==> config.mk <==
export PLATFORM = sky130hd
export DESIGN_NAME = alu_issue_ctrl
export DESIGN_NICKNAME = d
export VERILOG_FILES = /design/src/rtl/alu_pkg.sv /design/src/rtl/alu_op_decode.sv /design/src/rtl/alu_issue_ctrl.sv
export SDC_FILE = /design/constraint.sdc
export NUM_CORES = 1
export LEC_CHECK = 0
export ABC_AREA = 1
export CORE_MARGIN = 3
export CORE_UTILIZATION = 25
export CTS_BUF_LIST = sky130_fd_sc_hd__clkbuf_2
export DETAILED_ROUTE_END_ITERATION = 10
export GPL_ROUTABILITY_DRIVEN = 1
export SLEW_MARGIN = 15
export SYNTH_ARGS = -nofsm -noshare
export SYNTH_HDL_FRONTEND = slang
export SYNTH_SLANG_ARGS = --single-unit
==> constraint.sdc <==
create_clock -name clk -period 1.3 [get_ports clk]
set_clock_uncertainty 0.1 [all_clocks]
set_input_delay 0.26 -clock clk [delete_from_list [all_inputs] [get_ports clk]]
set_output_delay 0.26 -clock clk [all_outputs]
set_load 0.01 [all_outputs]
==> src/rtl/alu_pkg.sv <==
// Shared opcode, ALU mux-select, latency-class and FSM encodings for the
// execute-stage ALU issue controller.
package alu_pkg;

    localparam int OP_CNT = 13;

    localparam logic [3:0] OP_ADD = 4'd0;
    localparam logic [3:0] OP_SUB = 4'd1;
    localparam logic [3:0] OP_MUL = 4'd2;
    localparam logic [3:0] OP_DIV = 4'd3;
    localparam logic [3:0] OP_MOD = 4'd4;
    localparam logic [3:0] OP_CMP = 4'd5;
    localparam logic [3:0] OP_AND = 4'd6;
    localparam logic [3:0] OP_OR  = 4'd7;
    localparam logic [3:0] OP_NOT = 4'd8;
    localparam logic [3:0] OP_MOV = 4'd9;
    localparam logic [3:0] OP_LSL = 4'd10;
    localparam logic [3:0] OP_LSR = 4'd11;
    localparam logic [3:0] OP_ASR = 4'd12;

    localparam logic [2:0] ALU_SEL_ADD   = 3'd0;
    localparam logic [2:0] ALU_SEL_MUL   = 3'd1;
    localparam logic [2:0] ALU_SEL_DIV   = 3'd2;
    localparam logic [2:0] ALU_SEL_MOV   = 3'd3;
    localparam logic [2:0] ALU_SEL_LOGIC = 3'd4;
    localparam logic [2:0] ALU_SEL_SHIFT = 3'd5;

    typedef enum logic [1:0] {
        LAT_ONE = 2'd0,
        LAT_MUL = 2'd1,
        LAT_DIV = 2'd2
    } lat_cls_t;

    typedef enum logic [1:0] {
        ST_IDLE = 2'd0,
        ST_EXEC = 2'd1,
        ST_RESP = 2'd2
    } state_t;

endpackage

==> src/rtl/alu_op_decode.sv <==
// Combinational opcode decode: one-hot ALU strobe, output mux select,
// latency class and illegal-opcode flag.
module alu_op_decode
    import alu_pkg::*;
(
    input  logic [3:0]        opcode_i,
    output logic [OP_CNT-1:0] alu_op_o,
    output logic [2:0]        alu_sel_o,
    output lat_cls_t          lat_cls_o,
    output logic              illegal_o
);

    always_comb begin
        alu_sel_o = ALU_SEL_ADD;
        lat_cls_o = LAT_ONE;
        illegal_o = 1'b0;
        case (opcode_i)
            OP_ADD, OP_SUB, OP_CMP: alu_sel_o = ALU_SEL_ADD;
            OP_MUL: begin
                alu_sel_o = ALU_SEL_MUL;
                lat_cls_o = LAT_MUL;
            end
            OP_DIV, OP_MOD: begin
                alu_sel_o = ALU_SEL_DIV;
                lat_cls_o = LAT_DIV;
            end
            OP_MOV:                 alu_sel_o = ALU_SEL_MOV;
            OP_AND, OP_OR, OP_NOT:  alu_sel_o = ALU_SEL_LOGIC;
            OP_LSL, OP_LSR, OP_ASR: alu_sel_o = ALU_SEL_SHIFT;
            default:                illegal_o = 1'b1;
        endcase
    end

    // Illegal opcodes must not strobe any ALU unit.
    assign alu_op_o = illegal_o ? '0 : (OP_CNT'(1) << opcode_i);

endmodule

==> src/rtl/alu_issue_ctrl.sv <==
// Execute-stage ALU sequencer: accepts one op, strobes the ALU for the op's
// latency, captures the result (and Eq/Gt flags for CMP), returns it on rsp_*.
module alu_issue_ctrl
    import alu_pkg::*;
#(
    parameter int DATA_W  = 32,
    parameter int MUL_LAT = 3,
    parameter int DIV_LAT = 8
) (
    input  logic              clk,
    input  logic              rst_n,
    input  logic              req_valid,
    output logic              req_ready,
    input  logic [3:0]        req_opcode,
    input  logic              req_imm,
    output logic              rsp_valid,
    input  logic              rsp_ready,
    output logic [DATA_W-1:0] rsp_result,
    output logic              rsp_err,
    output logic [OP_CNT-1:0] alu_op,
    output logic [2:0]        alu_sel,
    output logic              alu_imm,
    input  logic [DATA_W-1:0] alu_result,
    input  logic              alu_eq,
    input  logic              alu_gt,
    output logic              flag_eq,
    output logic              flag_gt,
    output logic [1:0]        dbg_state
);

    localparam int MAX_LAT = (MUL_LAT > DIV_LAT) ? MUL_LAT : DIV_LAT;
    localparam int CNT_W   = $clog2(MAX_LAT + 1);

    // Handshakes: a transfer happens on a rising edge where valid && ready;
    // req_ready is high only in IDLE, rsp_valid only in RESP, and rsp_* hold
    // stable while rsp_valid is high and rsp_ready is low.

    state_t              state_q;
    logic [CNT_W-1:0]    cnt_q;
    logic                cmp_q;
    logic [OP_CNT-1:0]   alu_op_q;
    logic [2:0]          alu_sel_q;
    logic                alu_imm_q;
    logic                rsp_valid_q;
    logic                rsp_err_q;
    logic [DATA_W-1:0]   rsp_result_q;
    logic                flag_eq_q;
    logic                flag_gt_q;

    logic [OP_CNT-1:0]   dec_op;
    logic [2:0]          dec_sel;
    lat_cls_t            dec_lat;
    logic                dec_illegal;
    logic [CNT_W-1:0]    cnt_d;

    alu_op_decode u_decode (
        .opcode_i  (req_opcode),
        .alu_op_o  (dec_op),
        .alu_sel_o (dec_sel),
        .lat_cls_o (dec_lat),
        .illegal_o (dec_illegal)
    );

    // Counter is loaded with lat-1 so the capture edge is the lat-th EXEC edge.
    always_comb begin
        cnt_d = '0;
        case (dec_lat)
            LAT_MUL: cnt_d = CNT_W'(MUL_LAT - 1);
            LAT_DIV: cnt_d = CNT_W'(DIV_LAT - 1);
            default: cnt_d = '0;
        endcase
    end

    always_ff @(posedge clk or negedge rst_n) begin
        if (!rst_n) begin
            state_q      <= ST_IDLE;
            cnt_q        <= '0;
            cmp_q        <= 1'b0;
            alu_op_q     <= '0;
            alu_sel_q    <= '0;
            alu_imm_q    <= 1'b0;
            rsp_valid_q  <= 1'b0;
            rsp_err_q    <= 1'b0;
            rsp_result_q <= '0;
            flag_eq_q    <= 1'b0;
            flag_gt_q    <= 1'b0;
        end else begin
            case (state_q)
                ST_IDLE: begin
                    if (req_valid) begin
                        cmp_q <= (req_opcode == OP_CMP);
                        if (dec_illegal) begin
                            state_q      <= ST_RESP;
                            rsp_valid_q  <= 1'b1;
                            rsp_err_q    <= 1'b1;
                            rsp_result_q <= '0;
                        end else begin
                            state_q   <= ST_EXEC;
                            rsp_err_q <= 1'b0;
                            cnt_q     <= cnt_d;
                            alu_op_q  <= dec_op;
                            alu_sel_q <= dec_sel;
                            alu_imm_q <= req_imm;
                        end
                    end
                end
                ST_EXEC: begin
                    if (cnt_q == '0) begin
                        state_q      <= ST_RESP;
                        rsp_valid_q  <= 1'b1;
                        rsp_result_q <= alu_result;
                        alu_op_q     <= '0;
                        if (cmp_q) begin
                            flag_eq_q <= alu_eq;
                            flag_gt_q <= alu_gt;
                        end
                    end else begin
                        cnt_q <= cnt_q - 1'b1;
                    end
                end
                ST_RESP: begin
                    if (rsp_ready) begin
                        state_q     <= ST_IDLE;
                        rsp_valid_q <= 1'b0;
                    end
                end
                default: state_q <= ST_IDLE;
            endcase
        end
    end

    assign req_ready  = (state_q == ST_IDLE);
    assign rsp_valid  = rsp_valid_q;
    assign rsp_result = rsp_result_q;
    assign rsp_err    = rsp_err_q;
    assign alu_op     = alu_op_q;
    assign alu_sel    = alu_sel_q;
    assign alu_imm    = alu_imm_q;
    assign flag_eq    = flag_eq_q;
    assign flag_gt    = flag_gt_q;
    assign dbg_state  = state_q;

endmodule

======== After elaboration in Yosys (flattened, before gate mapping) ========
Cells that the tools add are included.
cells by class
  add/subtract/negate cells ............... 1
  multiply operators ...................... 0
  divide/modulo/power cells ............... 0
  order comparisons ....................... 0
  eq/ne operators ......................... 22
  shift-type cells ........................ 1
  muxes and demuxes ....................... 26
  bitwise operators ....................... 0
  reduce and logical (&&, ||, !) cells .... 17
operators with widths
  operator              number
  $mux 32               3
  $pmux 32 s2           1
  $mux 13               3
  $pmux 13 s2           1
  $eq 4x4->1 const B    5
  $eq 4x3->1 const B    4
  $pmux 3 s5            1
  $reduce_or 13->1      1
  $shl 1x4->13 const A  1
  $mux 4                3
  $ne 2x2->1 const B    6
  $reduce_and 4->1      3
  $reduce_and 3->1      3
  $eq 4x2->1 const B    2
  $logic_not 4->1       2
  $mux 2                4
  $pmux 4 s2            1
  $pmux 2 s3            1
  $pmux 3 s2            1
  $reduce_or 3->1       2
  $mux 1                5
  $reduce_and 5->1      1
  $eq 2x1->1 const B    2
  $eq 2x2->1 const B    2
  other kinds (9)       9
word-level totals
  flip-flop bits (word level) ............. 60
  latch bits .............................. 0
  RAM bits ................................ 0
  bits in read-only memories .............. 0
  output and inout port bits .............. 56
  logic and storage cells ................. 78
  memories kept ........................... 0

======== Logic depth before layout (Yosys ltp) ========
  depth after elaboration ................. 8
  gate-level depth with buffers ........... 11
  mapped depth without buffers ............ 11

======== Modules after synthesis ========
From an unflattened synthesis, not the netlist that was laid out.
second synthesis, totals
  cell total of the unflattened synthesis .. 328
  area total of the unflattened synthesis .. 2637.5 um^2
by module, submodules not included
  module          instances  cells an instance  area each (um^2)  sequential area each (um^2)
  alu_issue_ctrl  1          281                2452.4            1501.4
  alu_op_decode   1          47                 185.2             0.0

======== Least setup slack after synthesis ========
Ideal clock, no wire load.
  path kind ............................... register -> register
  from .................................... reg state_q[1] (netlist: dbg_state[1])
  to ...................................... reg alu_op_q[11] (netlist: alu_op[11])
  library setup time ...................... 116 ps
  data arrival time ....................... 1329 ps
  setup slack ............................. -245 ps
  stages on the path, launching flop included .. 8
  path buffers ............................ 1
  path through ............................ dfrtp_1 > nor2_2 > nand2_2 > nand2_2 > o21ai_2 > buf_6 > nand2_1 > nand2_1
between the ends
  cells in the longest elaborated chain, start to end .. 3
ends and longest elaborated chain
  element                                                    RTL line               source
  from (decl)                                                alu_issue_ctrl.sv:38   state_t state_q;
  from (signal assigned)                                     alu_issue_ctrl.sv:76   state_q <= ST_IDLE;
  from (signal assigned)                                     alu_issue_ctrl.sv:93   state_q <= ST_RESP;
  from (signal assigned)                                     alu_issue_ctrl.sv:98   state_q <= ST_EXEC;
  $logic_not 2->1 (*)                                        n/a
  named net req_ready                                        alu_issue_ctrl.sv:13   output logic req_ready,
  $ne 2x2->1 (no line) or $reduce_bool 2->1 (tied branches)  n/a
  $reduce_and 4->1 (no line)                                 n/a
  to (signal assigned)                                       alu_issue_ctrl.sv:101  alu_op_q <= dec_op;
  to (decl)                                                  alu_issue_ctrl.sv:41   logic [OP_CNT-1:0] alu_op_q;
The timed path passes the listed nets; every way through them passes the cells marked *.
A chain may end at the register's enable or synchronous reset.

======== Final worst setup path ========
  from .................................... reg state_q[0] (netlist: dbg_state[0])
  to ...................................... reg rsp_result_q[25] (netlist: rsp_result[25])
between the ends
  cells in the longest elaborated chain, start to end .. 3
ends and longest elaborated chain
  element                                                    RTL line               source
  $eq 2x1->1 or $logic_not 2->1 (tied branches)              alu_issue_ctrl.sv:88   case (state_q)
  $ne 2x2->1 (no line) or $reduce_bool 2->1 (tied branches)  n/a
  $reduce_and 4->1 (no line)                                 n/a
  to (signal assigned)                                       alu_issue_ctrl.sv:111  rsp_result_q <= alu_result;
  to (decl)                                                  alu_issue_ctrl.sv:46   logic [DATA_W-1:0] rsp_result_q;
Several ways; a longest one is shown, not always the timed one.

==> qor.txt <==
First DRT Iteration DRCs: 86
Fillers: 1015
Worst hold path type: in -> reg
DRC violations left: 0
Violated checks: setup timing
Sw Share: 0.4110
CTS root buf: clkbuf_2
Area growth from synthesis to layout: 84.78%
GP Congestion: 0.8033
Gr ovfl total: 0
Most frequent cells in the layout: 132 x nand2_1, 58 x dfrtp_1, 58 x buf_4
Uppermost layer routed: met4
Initial antenna violation count: 0
CTS H-Tree Depth: 3
Final WS setup: -0.3379 ns
Vias: 2838
Core area: 10420 µm²
Antenna cell count: 0
Layout net count: 567
Max-cap violation count: 0
Share of cells above drive strength 1: 0.4620
Max Slew Vio Count: 0
CP arrival: 1.92 ns
Leak pwr: 0.002607 µW
TritonCTS buffer count: 9
Worst-Margin Slew: 0.3407 ns
Post-route minimum period: 1.638 ns
Setup CP Type: reg -> reg
Final HPWL DP: 5.201 mm
Register area share after synthesis: 0.5568
Final setup viols: 116
RSZ-0062 raised after global routing: true
Clk slew on worst S/H paths: 0.18 ns
Most common cell after layout, fill and taps aside: nand2_1
# IOs: 99
Sequential share of power: 0.276
Cell count after synthesis: 335
Cell row count: 37
Reg-to-Reg Start: dbg_state[0]$_DFFE_PN0P_
Design area: 4982 µm²
WL final: 8.679 mm
Critical Path RT: 1.58 ns
Setup crit end kind: flip-flop
Setup TNS: -21.66 ns
Period utilization: 1.260
Switching Power: 4453 µW
Critical path's largest stage delay: 0.41 ns
Hold Crit Start: alu_result[11]
CTS tree: built
Global Route Usage Sum: 0.1396
First-pass GRT wire length: 13.03 mm
Fmax: 610.5 MHz
Wire length on met3: 473 µm
Final ANT Viol Nets: 0
YS warnings: 0
Die height: 109.9 µm
Met1 wire length: 3.870 mm
CP dominant cell by count: nand2_8
Clk_lat worst skew: 0.46 ns
Pre-CTS WS: -0.6525 ns
Largest net degree at the start of global routing: 61
Total power: 10830 µW
Worst vdd ir: 1.029 mV
Post-DP Area: 4084 µm²
Comb pwr share: 0.622
Die width: 109.9 µm
DRT Pass-1 Iters: 4
Internal Pwr Total: 6381 µW
Average wire per standard cell: 13.11 µm
Die ar.: 12070 µm²
Slowest CP cell: dfrtp_2
TritonCTS Sinks: 60
FF+latch count, synth: 60
Crit Path Max Fanout: 8
Setup crit start kind: flip-flop
Initial core utilization: 0.2589
Critical path's top delay family: simple AND/OR/NAND/NOR gates
Netlist cell types: 25
Vias per Instance: 4.287
Pwr dens: 2174 nW/µm²
Worst path bufs/invs: 4
Met2 wire length: 4.235 mm
Vias in the first global route: 2627
Clk buf depth: 2
Setup crit start: dbg_state[0]$_DFFE_PN0P_
Slew headroom: 0.7727
Status: finished, violations left
Cell area after synthesis: 2696 µm²
Synthesized Nets: 380
Clock power frac: 0.102
Syn_area_per_cell: 8.049 µm²
PortBufs: 98
CP Cell Sequence: buf_6, buf_4, inv_6, nor2_8, nand3_4, nand2_8, buf_12, nand2_8, nand2_2, nand2_1
Final Hold Viols: 0
-- sequential cells by signal, summed over array words and instances (netlist names), 2 cells and up --
| name | flops |
|---|---|
| rsp_result | 32 |
| alu_op | 13 |
| cnt_q | 4 |
| alu_sel | 3 |
| dbg_state | 2 |
-- final cells by class --
| type | instances | area, µm² | area share |
|---|---|---|---|
| clock buffers | 9 | 45.04 | 0.009041 |
| repair buffers | 179 | 1639 | 0.3290 |
| clock inverters | 6 | 56.30 | 0.01130 |
| multi-input cells | 253 | 1465 | 0.2941 |
| flip-flops and latches | 60 | 1504 | 0.3019 |
| inverters | 19 | 102.6 | 0.02059 |
| well taps | 136 | 170.2 | 0.03415 |
-- cells in the mapped netlist, drive strengths merged --
cell type  instances  area [µm²]
nand2            193       736.9
dfrtp             60        1501
nor2              26       116.4
inv               19       71.32
buf                9       83.82
o21ai              9       48.80
nand3              8       57.56
a21oi              3       18.77
ha                 2       25.02
nor3               2       10.01
and2               1       6.260
nand3b             1       7.510
nand4              1       6.260
or2                1       6.260
-- per-layer routing --
metal,global-route usage,up-vias
li1,-,1412
met1,0.1870,1352
met2,0.2214,67
met3,0.03464,7
met4,0.04363,0
met5,0,-
-- power by group through the flow --
stage / clock network (µW) / registers, µW / logic [µW]
after floorplan: 0 / 3280 / 1780
after global placement: 0 / 2970 / 4320
after detailed placement: 0 / 2990 / 4380
after CTS: 1170 / 2970 / 5630
after global routing: 1250 / 3070 / 7340
final: 1100 / 2990 / 6740
-- logic make-up after synthesis --
logic type               after synthesis  synth area share
adder cells (fa/ha/maj)                2          0.009279
flip-flops                            60            0.5568
AND/OR/NAND/NOR                      233            0.3513
AO/OA/AOI/OAI                         12           0.02506
buffers and inverters                 28           0.05754
-- stage by stage --
stage	hold slack (ns)	cells	utilization
after floorplan	-0.1356	335	-
after global placement	0.1908	593	0.3921
after detailed placement	0.1959	593	0.3921
after CTS	0.1402	639	0.4342
after global routing	0.1354	662	0.4783
final	0.1855	662	0.4783
-- path summary, 6_finish.rpt --
check                                        endpoint  cells past startpoint  slack (ns)
max in group asynchronous  rsp_result[16]$_DFFE_PN0P_                      3        0.61
min                        rsp_result[11]$_DFFE_PN0P_                      3        0.19
max reg2reg                rsp_result[25]$_DFFE_PN0P_                     10       -0.34
max                        rsp_result[25]$_DFFE_PN0P_                     10       -0.34
min reg2reg                     alu_op[7]$_DFFE_PN0P_                      2        0.40
min in group asynchronous  rsp_result[29]$_DFFE_PN0P_                      3        0.21
-- worst min-delay path: stages --
cell	delay, ns
clkdlybuf4s50_1	0.39
nand2_1	0.06
nand2_1	0.04
-- what timing repair did --
action	4_1_cts	5_1_grt
endpoints found under the hold margin	60	0
hold buffers	1	0
setup endpoints to repair	115	116
pin swaps	12	10
cloned	8	3
buffers inserted	24	20
gates resized for setup	307	57
Note: power is estimated with default switching activity, not from simulation.
